### config.mk
export PLATFORM = sky130hd
export DESIGN_NAME = serial_xnor_comparator_flat
export DESIGN_NICKNAME = d
export VERILOG_FILES = /design/src/rtl/serial_xnor_comparator_if.sv /design/src/rtl/serial_xnor_comparator.sv /design/src/flat_wrapper.sv
export SDC_FILE = /design/constraint.sdc
export NUM_CORES = 1
export LEC_CHECK = 0
export CAP_MARGIN = 20
export CORE_MARGIN = 2
export CORE_UTILIZATION = 49
export DETAILED_ROUTE_END_ITERATION = 6
export PLACE_DENSITY = 0.81
export SYNTH_ARGS = -nofsm -noshare
export SYNTH_HDL_FRONTEND = slang
export SYNTH_SLANG_ARGS = --single-unit
### constraint.sdc
create_clock -name clk -period 3.6 [get_ports clk]
set_clock_uncertainty 0.1 [all_clocks]
set_input_delay 0.54 -clock clk [delete_from_list [all_inputs] [get_ports clk]]
set_output_delay 0.54 -clock clk [all_outputs]
set_load 0.02 [all_outputs]
### src/rtl/serial_xnor_comparator_if.sv
// rtl/serial_xnor_comparator_if.sv - bit-pair stream and frame result bundle for serial_xnor_comparator
interface serial_xnor_comparator_if #(
  parameter int WIDTH = 8
);
  localparam int CW = $clog2(WIDTH + 1);

  logic          start;
  logic          in_valid;
  logic          x;
  logic          y;
  logic          busy;
  logic          done;
  logic          match;
  logic [CW-1:0] diff_count;
  logic [CW-1:0] first_diff;
  logic [CW-1:0] bit_idx;

  modport master (
    output start, in_valid, x, y,
    input  busy, done, match, diff_count, first_diff, bit_idx
  );

  modport slave (
    input  start, in_valid, x, y,
    output busy, done, match, diff_count, first_diff, bit_idx
  );
endinterface

### src/rtl/serial_xnor_comparator.sv
// rtl/serial_xnor_comparator.sv - serial equality checker accumulating ~(x^y) over a WIDTH-bit frame
module serial_xnor_comparator #(
  parameter int WIDTH = 8
) (
  input  logic                      clk,
  input  logic                      rst_n,
  serial_xnor_comparator_if.slave   bus
);
  localparam int CW = $clog2(WIDTH + 1);
  localparam logic [CW-1:0] FRAME_LEN = CW'(WIDTH);
  localparam logic [CW-1:0] LAST_IDX  = CW'(WIDTH - 1);

  // One-hot so busy and done come straight off state flops.
  typedef enum logic [2:0] {
    IDLE  = 3'b001,
    SHIFT = 3'b010,
    DONE  = 3'b100
  } state_t;

  state_t        state;
  state_t        state_nxt;
  logic [2:0]    state_vec;
  logic          load;
  logic          accept;
  logic          eq;
  logic          match_q;
  logic [CW-1:0] diff_q;
  logic [CW-1:0] first_q;
  logic [CW-1:0] idx_q;

  assign eq        = ~(bus.x ^ bus.y);
  assign state_vec = state;

  always_ff @(posedge clk or negedge rst_n) begin
    if (!rst_n) begin
      state <= IDLE;
    end else begin
      state <= state_nxt;
    end
  end

  always_comb begin
    state_nxt = state;
    load      = 1'b0;
    accept    = 1'b0;
    unique case (state)
      IDLE: begin
        if (bus.start) begin
          load      = 1'b1;
          state_nxt = SHIFT;
        end
      end
      SHIFT: begin
        if (bus.in_valid) begin
          accept = 1'b1;
          if (idx_q == LAST_IDX) begin
            state_nxt = DONE;
          end
        end
      end
      DONE: begin
        state_nxt = IDLE;
      end
      default: begin
        state_nxt = IDLE;
      end
    endcase
  end

  // Results persist through IDLE until the next accepted start reloads them.
  always_ff @(posedge clk or negedge rst_n) begin
    if (!rst_n) begin
      match_q <= 1'b0;
      diff_q  <= '0;
      first_q <= '0;
      idx_q   <= '0;
    end else if (load) begin
      match_q <= 1'b1;
      diff_q  <= '0;
      first_q <= FRAME_LEN;
      idx_q   <= '0;
    end else if (accept) begin
      match_q <= match_q & eq;
      diff_q  <= diff_q + CW'(~eq);
      if (!eq && first_q == FRAME_LEN) begin
        first_q <= idx_q;
      end
      idx_q <= idx_q + 1'b1;
    end
  end

  assign bus.busy       = state_vec[1];
  assign bus.done       = state_vec[2];
  assign bus.match      = match_q;
  assign bus.diff_count = diff_q;
  assign bus.first_diff = first_q;
  assign bus.bit_idx    = idx_q;
endmodule
### src/flat_wrapper.sv
// flat-port wrapper written by rule: the top's interface ports become plain ports
module serial_xnor_comparator_flat 
#(
  parameter int WIDTH = 8
)
  (clk, rst_n, bus_start, bus_in_valid, bus_x, bus_y, bus_busy, bus_done, bus_match, bus_diff_count, bus_first_diff, bus_bit_idx);
  serial_xnor_comparator_if #(.WIDTH(WIDTH)) bus_i ();
  input  logic clk;
  input  logic rst_n;
  input wire logic [$bits(bus_i.start)-1:0] bus_start;
  input wire logic [$bits(bus_i.in_valid)-1:0] bus_in_valid;
  input wire logic [$bits(bus_i.x)-1:0] bus_x;
  input wire logic [$bits(bus_i.y)-1:0] bus_y;
  output wire logic [$bits(bus_i.busy)-1:0] bus_busy;
  output wire logic [$bits(bus_i.done)-1:0] bus_done;
  output wire logic [$bits(bus_i.match)-1:0] bus_match;
  output wire logic [$bits(bus_i.diff_count)-1:0] bus_diff_count;
  output wire logic [$bits(bus_i.first_diff)-1:0] bus_first_diff;
  output wire logic [$bits(bus_i.bit_idx)-1:0] bus_bit_idx;
  assign bus_i.start = bus_start;
  assign bus_i.in_valid = bus_in_valid;
  assign bus_i.x = bus_x;
  assign bus_i.y = bus_y;
  assign bus_busy = bus_i.busy;
  assign bus_done = bus_i.done;
  assign bus_match = bus_i.match;
  assign bus_diff_count = bus_i.diff_count;
  assign bus_first_diff = bus_i.first_diff;
  assign bus_bit_idx = bus_i.bit_idx;
  serial_xnor_comparator #(.WIDTH(WIDTH)) u_core (.clk(clk), .rst_n(rst_n), .bus(bus_i));
endmodule
==> impl_metrics.ini <==
[critical_path]
critPathLaunch = u_core.bus.bit_idx[2]
cp_cell_sequence = clkdlybuf4s50_1
critPathBufInv = 1
worst_setup_path_end_kind = output pin
cp_slowest_cell = clkdlybuf4s50_1
r2r_slack_ns = 1.95
max_stage_delay_ns = 0.64
worstPathRequired_ns = 2.96
arrival_ns = 1.37
cp-start-kind = register
crit_family = buffers and inverters
reg2reg_from = u_core.state[2]
cp_max_fo = 6
path_class = reg -> out

[cts]
post_cts_buffers = 0
cts_buffers = 3
clock-root-buffer = clkbuf_4
postCtsHoldBufs = 0
clk_pin_slew_ns = 0.10
cts_sinks = 16
cts-resized-gates = 0
cts_tree = built
clk_latency_ns = 0.28
cts.htree.levels = 1
clockBufferDepth = 2

[outcome]
status = finished clean

[synth]
synthFlopType = dfrtp_1
synthArstFlopShare_pct = 100
ys_ff_latch = 16
yosys_warnings = 0
yosysSeqAreaShare_pct = 51.8
synth_edf_count = 0
syn_inst = 69
synth_nets = 78
avgSynthCellArea_um2 = 11.2
netlist_area_um2 = 776
synthDistinctLibCells = 27

[timing]
fin_crit_sh_pct = 55.8
final.setup.tns_ns = 0
setup_viol = 0
finalHoldViolCount = 0
hold_ws_ns = 0.379
rsz0062_at_grt = no
max_slew_margin_pct = 51.7
tightest_slew_ns = 0.722
fin_ws_ns = 1.59
fmax_ghz = 0.498
fin_crit_ns = 2.01
slew_viol_final = 0

[final_layout]
stdcell_area_um2 = 1020
n_fill_cell = 118
mostFrequentLayoutCells = clkdlybuf4s50_1, nand2_1, dfrtp_1
mostFrequentLayoutCell = clkdlybuf4s50_1
antennaDiodeCount = 0
layout-area-overhead-vs-synth_pct = 31.1
nets = 101
drive_gt1_share_pct = 12.1

[power_and_ir_drop]
p_sw_share_pct = 35.4
power.leakage_nw = 0.457
power_frac_seq_pct = 42.5
power.share.clock_pct = 17.9
ir_drop_mv = 0.345
p_comb_share_pct = 39.6
power-per-cell-area_nw_per_um2 = 642
switchingPower_w = 0.000231
internal_power_w = 0.000421

[drt]
dr.pass1.iters = 5
wl_per_cell_um = 14.0
wl_um = 1490
drc = 0
via_per_inst = 5.50
drt_first_iter_violations = 5
final_antenna_net_count = 0
vias = 588

[placed_design]
portBuffers = 20
dp_hpwl_um = 1110
gp_congestion = 0.792
placed_area_um2 = 981
dpl_worst_slack_ns = 1.31

[global_routing]
grt_pass1_vias = 574
grt_pass1_wl_um = 2510
grt.total_usage_pct = 17.3
antenna_found_initial = 0
grt_overflow = 0
grt_max_degree = 17

[floorplan]
die_w_um = 43.8
start_util_pct = 52.1
ios = 21
core_um2 = 1490
fp.dieH_um = 43.8
rows = 14
die_area_um2 = 1920

[worst_hold_path]
hold_start = u_core.bus.diff_count[3]
hp-class = reg -> reg

[run]
drv_cap = 0
[power groups by stage]
| stage | Sequential (W) | Clock (W) | Combinational, W |
|---|---|---|---|
| after global routing | 0.000286 | 0.000124 | 0.000282 |
| final | 0.000277 | 0.000117 | 0.000259 |
| after CTS | 0.000278 | 0.000119 | 0.000262 |
| after floorplan | 0.000317 | 0 | 0.000115 |
| after detailed placement | 0.000281 | 0 | 0.000261 |
| after global placement | 0.000278 | 0 | 0.000257 |
[synthesized netlist by cell type, types with 2 or more instances]
cell type  number  area (µm²)
o21ai_0         2        10.0
nand2b_1        3        18.8
nor2_1          2        7.51
nand2_1        15        56.3
a22o_2          3        30.0
inv_1           3        11.3
dfrtp_1        15         375
ha_1            3        37.5
mux2i_1         5        50.1
[logic make-up (layout without fill, tap and decap cells)]
logic type	after synthesis	count (layout)	share of synthesized area (%)
DFF	16	16	51.8
and+or+nand+nor	30	30	22.6
AOI/OAI and AO/OA	8	8	8.39
adders and majority gates	3	3	4.84
xor gates and xnor gates	1	1	1.13
buffers and inverters	5	27	3.39
muxes	6	6	7.90
[through the flow]
stage	utilization [%]	std cells	total power [W]
after global placement	65.9	103	0.000534
after global routing	68.3	107	0.000692
after detailed placement	65.9	103	0.000543
after floorplan	-	69	0.000431
after CTS	68.3	107	0.000658
final	68.3	107	0.000653
[layer usage]
metal  GRT usage [%]  vias to the layer above  wire (µm)
met5               0                        -          0
met4            5.45                        0          9
met3            2.92                        2         76
met2            26.5                       14        660
met1            25.0                      284        746
li1                -                      288          -
[worst reg2reg max path, stage by stage, from the launching register on]
cell	delay (ns)
dfrtp_1	0.45
and4bb_1	0.56
nand3_2	0.14
o32a_1	0.29
[worst paths after layout]
path	end	depth (start not counted)
setup reg to reg	u_core.bus.first_diff[3]	3
max in group asynchronous	u_core.bus.first_diff[3]	1
setup / recovery	bus_bit_idx[2]	1
hold reg to reg	u_core.bus.diff_count[3]	1
hold / removal	u_core.bus.diff_count[3]	1
min in group asynchronous	u_core.bus.diff_count[0]	1
[sequential cells by signal, summed over array words and instances (netlist names)]
register,flops
u_core.bus.bit_idx,4
u_core.bus.match,1
u_core.state,3
u_core.bus.diff_count,4
u_core.bus.first_diff,4
[layout make-up]
cell class	instances	area, µm²	share of cell area [%]
well taps	16	20.0	1.97
repair buffers	20	200	19.7
inverters	3	11.3	1.11
multi-input cells	48	348	34.2
flip-flops and latches	16	402	39.5
clock buffers	4	36.3	3.57
(Power assumes the default switching activity.)
